File: config.mk
export PLATFORM = sky130hd
export DESIGN_NAME = seq_multiplier
export DESIGN_NICKNAME = d
export VERILOG_FILES = /design/src/rtl/mul_pkg.sv /design/src/rtl/mul_abs.sv /design/src/rtl/seq_multiplier.sv
export SDC_FILE = /design/constraint.sdc
export NUM_CORES = 1
export LEC_CHECK = 0
export CAP_MARGIN = 20
export CORE_MARGIN = 1.5
export CORE_UTILIZATION = 50
export DETAILED_ROUTE_END_ITERATION = 8
export GPL_TIMING_DRIVEN = 1
export HOLD_SLACK_MARGIN = 0.02
export PLACE_DENSITY = 0.75
export SYNTH_ARGS = -nofsm -noshare
export SYNTH_HDL_FRONTEND = slang
export SYNTH_HIERARCHICAL = 1
export SYNTH_SLANG_ARGS = --single-unit
File: constraint.sdc
create_clock -name Clock -period 2.7 [get_ports Clock]
set_clock_uncertainty 0.2 [all_clocks]
set_input_delay 0.405 -clock Clock [delete_from_list [all_inputs] [get_ports Clock]]
set_output_delay 0.405 -clock Clock [all_outputs]
set_load 0.01 [all_outputs]
File: src/rtl/mul_pkg.sv
// Shared constants and FSM state type for the sequential shift-add multiplier.
package mul_pkg;

  localparam int MUL_WIDTH = 24;
  localparam int MUL_CNT_W = $clog2(MUL_WIDTH);

  typedef enum logic [1:0] {
    IDLE = 2'd0,
    RUN  = 2'd1,
    SIGN = 2'd2
  } mul_state_t;

endpackage

File: src/rtl/mul_abs.sv
// Conditional two's-complement magnitude: negates a negative operand in signed mode.
module mul_abs #(
  parameter int WIDTH = 24
) (
  input  logic             signed_mode,
  input  logic [WIDTH-1:0] value,
  output logic [WIDTH-1:0] mag
);

  // The most negative value maps to 2^(WIDTH-1), which is still representable unsigned.
  assign mag = (signed_mode && value[WIDTH-1]) ? (~value + 1'b1) : value;

endmodule

File: src/rtl/seq_multiplier.sv
// Radix-2 shift-add multiplier: WIDTH iterations on operand magnitudes, then a sign fix-up.
// Handshake: Start is sampled only in IDLE; Done/MulWrite pulse for one cycle with a valid Product.
module seq_multiplier
  import mul_pkg::*;
#(
  parameter int WIDTH = MUL_WIDTH
) (
  input  logic               Clock,
  input  logic               Reset_n,
  input  logic               Start,
  input  logic               Signed,
  input  logic [WIDTH-1:0]   OpA,
  input  logic [WIDTH-1:0]   OpB,
  output logic [2*WIDTH-1:0] Product,
  output logic               MulWrite,
  output logic               Busy,
  output logic               Done,
  output mul_state_t         dbg_state
);

  localparam int CNT_W = $clog2(WIDTH);
  localparam logic [CNT_W-1:0] LAST_ITER = CNT_W'(WIDTH - 1);

  mul_state_t       state;
  logic [WIDTH-1:0] mag_a;
  logic [WIDTH-1:0] mag_b;
  logic [WIDTH-1:0] mcand;
  logic [2*WIDTH:0] acc;
  logic [CNT_W-1:0] count;
  logic             neg;
  logic [WIDTH:0]   sum;

  mul_abs #(.WIDTH(WIDTH)) u_abs_a (
    .signed_mode (Signed),
    .value       (OpA),
    .mag         (mag_a)
  );

  mul_abs #(.WIDTH(WIDTH)) u_abs_b (
    .signed_mode (Signed),
    .value       (OpB),
    .mag         (mag_b)
  );

  // Upper half plus carry; the multiplier occupies the lower half and drains out as it shifts.
  assign sum = {1'b0, acc[2*WIDTH-1:WIDTH]} + {1'b0, mcand};

  assign dbg_state = state;

  always_ff @(posedge Clock or negedge Reset_n) begin
    if (!Reset_n) begin
      state    <= IDLE;
      Product  <= '0;
      MulWrite <= 1'b0;
      Busy     <= 1'b0;
      Done     <= 1'b0;
      mcand    <= '0;
      acc      <= '0;
      count    <= '0;
      neg      <= 1'b0;
    end else begin
      Done     <= 1'b0;
      MulWrite <= 1'b0;
      case (state)
        IDLE: begin
          if (Start) begin
            mcand <= mag_a;
            acc   <= {{(WIDTH+1){1'b0}}, mag_b};
            neg   <= Signed & (OpA[WIDTH-1] ^ OpB[WIDTH-1]);
            count <= '0;
            Busy  <= 1'b1;
            state <= RUN;
          end
        end
        RUN: begin
          if (acc[0]) acc <= {1'b0, sum, acc[WIDTH-1:1]};
          else        acc <= {1'b0, acc[2*WIDTH:1]};
          count <= count + 1'b1;
          if (count == LAST_ITER) state <= SIGN;
        end
        SIGN: begin
          Product  <= neg ? (~acc[2*WIDTH-1:0] + 1'b1) : acc[2*WIDTH-1:0];
          Done     <= 1'b1;
          MulWrite <= 1'b1;
          Busy     <= 1'b0;
          state    <= IDLE;
        end
        default: state <= IDLE;
      endcase
    end
  end

endmodule
Word level (Yosys, flattened, before mapping)
Cells that the tools add are included.

Output and inout port bits: 53. Flip-flop bits (word level): 131.

Add/subtract/negate cells: 5. Multiplexer cells: 14. Reduce and logical (&&, ||, !) cells: 9. Eq/ne operators: 5. Bitwise logic cells: 5.

Operators with widths (count): $pmux 49 s2 (1); $mux 48 (2); $mux 49 (1); $add 24x1->24 const B (2); $add 48x1->48 const B (1); $mux 24 (2); $not 24->24 (2); $not 48->48 (1); $add 24x24->25 (1); $pmux 5 s2 (1); $reduce_and 2->1 (4); $add 5x1->5 const B (1); $eq 5x5->1 const B (1); $mux 5 (1); $mux 2 (2); $ne 2x2->1 const B (2); $pmux 2 s2 (1); $reduce_bool 2->1 (2); $eq 2x1->1 const B (1); $eq 2x2->1 const B (1); $logic_and 1x1->1 (2); $logic_not 2->1 (1); $mux 1 (2); $pmux 1 s2 (1); other kinds (2) (2).

Depth between registers and ports, before layout
Gate-level depths: netlist of run 1.

Depth in word-level cells: 5. Gate-level depth with buffers: 10. Depth with buffers taken out: 10.

Modules after synthesis
The synthesis of run 1 kept the hierarchy.

Modules (own cells, without submodules): seq_multiplier (area an instance 7397.1 µm², cells an instance 848, instances 1, sequential area each 3253.1 µm²); mul_abs (area an instance 574.3 µm², cells an instance 74, instances 2, sequential area each 0.0 µm²).

Least setup slack after synthesis of run 1
Ideal clock, no wire load.

Path type: reg2reg. From: register acc[7]. To: register Product[41]. Required time: 2.370 ns. Path buffers: 1. Slack: -0.271 ns. Data arrival time: 2.642 ns. Setup time: 0.130 ns. Cell stages (with the launch flop): 9. Cells stage by stage: dfrtp_1 or4_4 or4_4 or3_1 buf_2 or2_4 o31ai_4 xor2_1 o21ai_1.

Cells in the longest elaborated chain, start to end: 3.

RTL lines: start, declared (RTL line seq_multiplier.sv:28) `logic [2*WIDTH:0] acc;`; start signal, assigned (RTL line seq_multiplier.sv:68) `acc <= {{(WIDTH+1){1'b0}}, mag_b};`; start signal, assigned (RTL line seq_multiplier.sv:76) `if (acc[0]) acc <= {1'b0, sum, acc[WIDTH-1:1]};`; start signal, assigned (RTL line seq_multiplier.sv:77) `else acc <= {1'b0, acc[2*WIDTH:1]};`; $not 48->48 (RTL line seq_multiplier.sv:82) `Product <= neg ? (~acc[2*WIDTH-1:0] + 1'b1) : acc[2*WIDTH-1:0];`; $add 48x1->48 (RTL line seq_multiplier.sv:82); $mux 48 (RTL line seq_multiplier.sv:82); end signal, assigned (RTL line seq_multiplier.sv:82); end, declared (RTL line seq_multiplier.sv:14) `output logic [2*WIDTH-1:0] Product,`.

Every way passes these cells. A chain may end at the register's enable or synchronous reset.

Worst setup path in the final report of run 1
From: register acc[23]. To: register Product[27].

Same word-level chain as after synthesis.

==> results of run 1 <==
[flip-flops by register name, indices dropped and copies added (netlist names)]
signal	flops
Product	48
acc	48
mcand	24
count	5
dbg_state	2
Busy	1
Done	1
neg	1
[layer usage]
metal	up-vias	share of wire (%)	track usage, %
met1	3778	47	39.2
met2	295	45	40.0
met3	27	6.7	4.64
met5	-	0	0
li1	3907	-	-
met4	0	1.3	7.25
[worst max-delay path by stage]
stage	end	slack, ns	cells past startpoint
3_3_place_gp	Product[36]	-0.14	7
4_1_cts	Product[37]	-0.16	7
2_1_floorplan	Product[41]	-0.19	8
6_report	Product[27]	-0.27	8
3_5_place_dp	Product[32]	-0.25	7
5_1_grt	Product[39]	-0.30	7
[power by group]
group	internal (mW)	switching (mW)
logic	3.22	3.93
clock network	1.40	0.900
registers	2.63	0.593
total	7.24	5.42
[layout by cell type, fill, tap and decap left out, types with 26 or more instances in the layout]
| cell | netlist | final |
|---|---|---|
| xnor2_1 | 49 | 49 |
| o21ai_0 | 103 | 92 |
| nor2_1 | 29 | 29 |
| ha_1 | 28 | 26 |
| a21oi_1 | 35 | 31 |
| dfrtp_1 | 130 | 129 |
| nand2_1 | 216 | 215 |
| xor2_1 | 55 | 54 |
| clkdlybuf4s50_1 | 0 | 103 |
| buf_4 | 3 | 107 |
[what timing repair did]
item | CTS | global route
gates resized for setup | 31 | 33
hold buffers | 1 | 0
endpoints found under the hold margin | 25 | 0
pin swaps | 14 | 25
endpoints found under the setup margin | 27 | 37
setup buffers | 0 | 5
[cells by family (layout without fill, tap and decap cells)]
kind of cell | count (synthesis) | count (layout) | share of synthesized area (%)
and+or+nand+nor | 377 | 377 | 21.3
AOI/OAI and AO/OA | 271 | 271 | 21.1
DFF | 130 | 130 | 38.1
xor gates and xnor gates | 104 | 104 | 10.7
buffers and inverters | 77 | 265 | 3.54
adders and majority gates | 29 | 29 | 4.33
muxes | 8 | 8 | 0.952
[stage by stage]
step / area [µm²] / instances / utilization (%) / setup slack (ns) / setup TNS (ns)
CTS: 11300 / 1399 / 67.7 / -0.158 / -1.10
floorplan: 8570 / 996 / - / -0.189 / -0.918
finish: 11400 / 1404 / 68.7 / -0.267 / -3.01
global route: 11400 / 1404 / 68.7 / -0.304 / -4.38
global placement: 10500 / 1366 / 63.1 / -0.141 / -2.01
detailed placement: 10500 / 1366 / 63.1 / -0.248 / -3.71
[layout make-up]
class	instances	share of cell area, %
Sequential cell	130	28.5
Clock buffer	19	3.88
Tap cell	220	2.41
Clock inverter	13	1.31
Multi-Input combinational cell	789	46.3
Inverter	15	0.493
Timing Repair Buffer	218	17.2
[worst max-delay path, delay by kind of cell (launching register included)]
kind / cells / cell delay [ns]
buffers and inverters: 2 / 0.29
AO/OA/AOI/OAI: 2 / 0.32
AND/OR/NAND/NOR: 3 / 1.45
flip-flops: 1 / 0.40
XOR/XNOR: 1 / 0.20
==> flow_metrics.env, run 1 <==
export IMPL_tightest_slew_ns=0.749
export IMPL_failed_checks="setup timing"
export IMPL_critPathMaxFanout=7
export IMPL_cap_viol_max_count=0
export IMPL_cp_start_kind="flip-flop"
export IMPL_pwr_density_cell_mw_per_mm2=1110
export IMPL_setup_ws_ns=-0.267
export IMPL_synth_cell_type_count=61
export IMPL_mappedNetlistArea_mm2=0.00855
export IMPL_port_buffers=104
export IMPL_syn_num_nets=1077
export IMPL_cts_sinks=130
export IMPL_routedWlPerCell_um=16.6
export IMPL_fin_crit_ns=2.97
export IMPL_h_tree_depth=4
export IMPL_reg2reg_to="Product[27]"
export IMPL_layout_nets=1252
export IMPL_synth_most_common_cell="nand2_1"
export IMPL_arrival_ns=3.07
export IMPL_dr_pass1_iters=5
export IMPL_first_global_vias=7426
export IMPL_p_leak_nw=5.00
export IMPL_yosysTopAreaCell="dfrtp_1"
export IMPL_rr_worst_depth=8
export IMPL_grt_total_usage_pct=26.5
export IMPL_synthTopCellsByCount="nand2_1 (216), dfrtp_1 (130), o21ai_0 (103), xor2_1 (55), clkbuf_1 (50)"
export IMPL_final_hold_violation_count=0
export IMPL_synth_edf_count=0
export IMPL_ys_async_sr_fraction_pct=100
export IMPL_max_stage_delay_ns=0.55
export IMPL_antenna_found_initial=0
export IMPL_outcome="finished with violations"
export IMPL_die_w_um=134
export IMPL_path_cells="or4_4 -> or4b_4 -> or3_4 -> buf_4 -> buf_8 -> o31ai_2 -> xor2_1 -> o21ai_0"
export IMPL_endpoint_kind="flip-flop"
export IMPL_drive_above_1_share_pct=18.7
export IMPL_holdWs_ns=0.236
export IMPL_clock_fmax_mhz=337
export IMPL_criticalPathCategory="reg2reg"
export IMPL_cts_tree="built"
export IMPL_synth_top_area_share_pct=38.1
export IMPL_dp_hpwl_um=16800
export IMPL_synth_area_leaders="dfrtp_1 (38%), nand2_1 (9.5%), o21ai_0 (6.0%)"
export IMPL_fill_cells=1354
export IMPL_core_area_mm2=0.0166
export IMPL_grt_first_pass_wirelength_um=37800
export IMPL_dr_first_iter_drc_count=583
export IMPL_finalPower_mw=12.7
export IMPL_remaining_drc_errors=0
export IMPL_netlist_instances=996
export IMPL_hp_class="in2async"
export IMPL_cts_buffers_inserted=17
export IMPL_critPathRequiredTime_ns=2.80
export IMPL_maxSlewViolCount=0
export IMPL_ioPinCount=105
export IMPL_synth_seq_cells=130
export IMPL_area_growth_synth_to_final_pct=33.7
export IMPL_drt_total_wl_um=23300
export IMPL_crit_path_start="acc[23]"
export IMPL_ys_seq_area_share_pct=38.1
export IMPL_clk_insertion_delay_late_ns=0.43
export IMPL_avgSynthCellArea_um2=8.58
export IMPL_setup_viol_count_final=21
export IMPL_die_area_mm2=0.0179
export IMPL_grt_max_degree=99
export IMPL_seq_area_mm2=0.00325
export IMPL_n_antenna_cell=0
export IMPL_regToRegSetupSlack_ns=-0.27
export IMPL_slowest_stage="or4_4"
export IMPL_cts_buffer_depth=2
export IMPL_rr_startpoint="acc[23]"
export IMPL_viasPerCell=5.70
export IMPL_final_antenna_net_count=0
export IMPL_die_y_um=134
export IMPL_multi_input_area_mm2=0.00529
export IMPL_cts_clk_slew_worst_paths_ns=0.06
export IMPL_vias=8007
export IMPL_fp_row_count=47
export IMPL_min_period_over_period_pct=110
export IMPL_place_congestion=0.912
export IMPL_ir_drop_uv=721
export IMPL_ys_warn_count=6
export IMPL_synthFlopType="dfrtp_1"
export IMPL_rsz0062_at_grt="true"
export IMPL_ctsRootBufferMaster="clkbuf_16"
export IMPL_slew_headroom_pct=50.1
export IMPL_start_util_pct=51.3
export IMPL_grt_overflow=0
Power figures use the tool's default switching activity.
==> run 2: changes to the inputs <==
--- a/config.mk
+++ b/config.mk
@@ -8,6 +8,7 @@
 export CAP_MARGIN = 20
 export CORE_MARGIN = 1.5
 export CORE_UTILIZATION = 50
+export CTS_CLUSTER_DIAMETER = 40
 export DETAILED_ROUTE_END_ITERATION = 8
 export GPL_TIMING_DRIVEN = 1
 export HOLD_SLACK_MARGIN = 0.02
==> results of run 2 <==
Same layout as run 1: the final DEF is identical, and so are final timing and power.
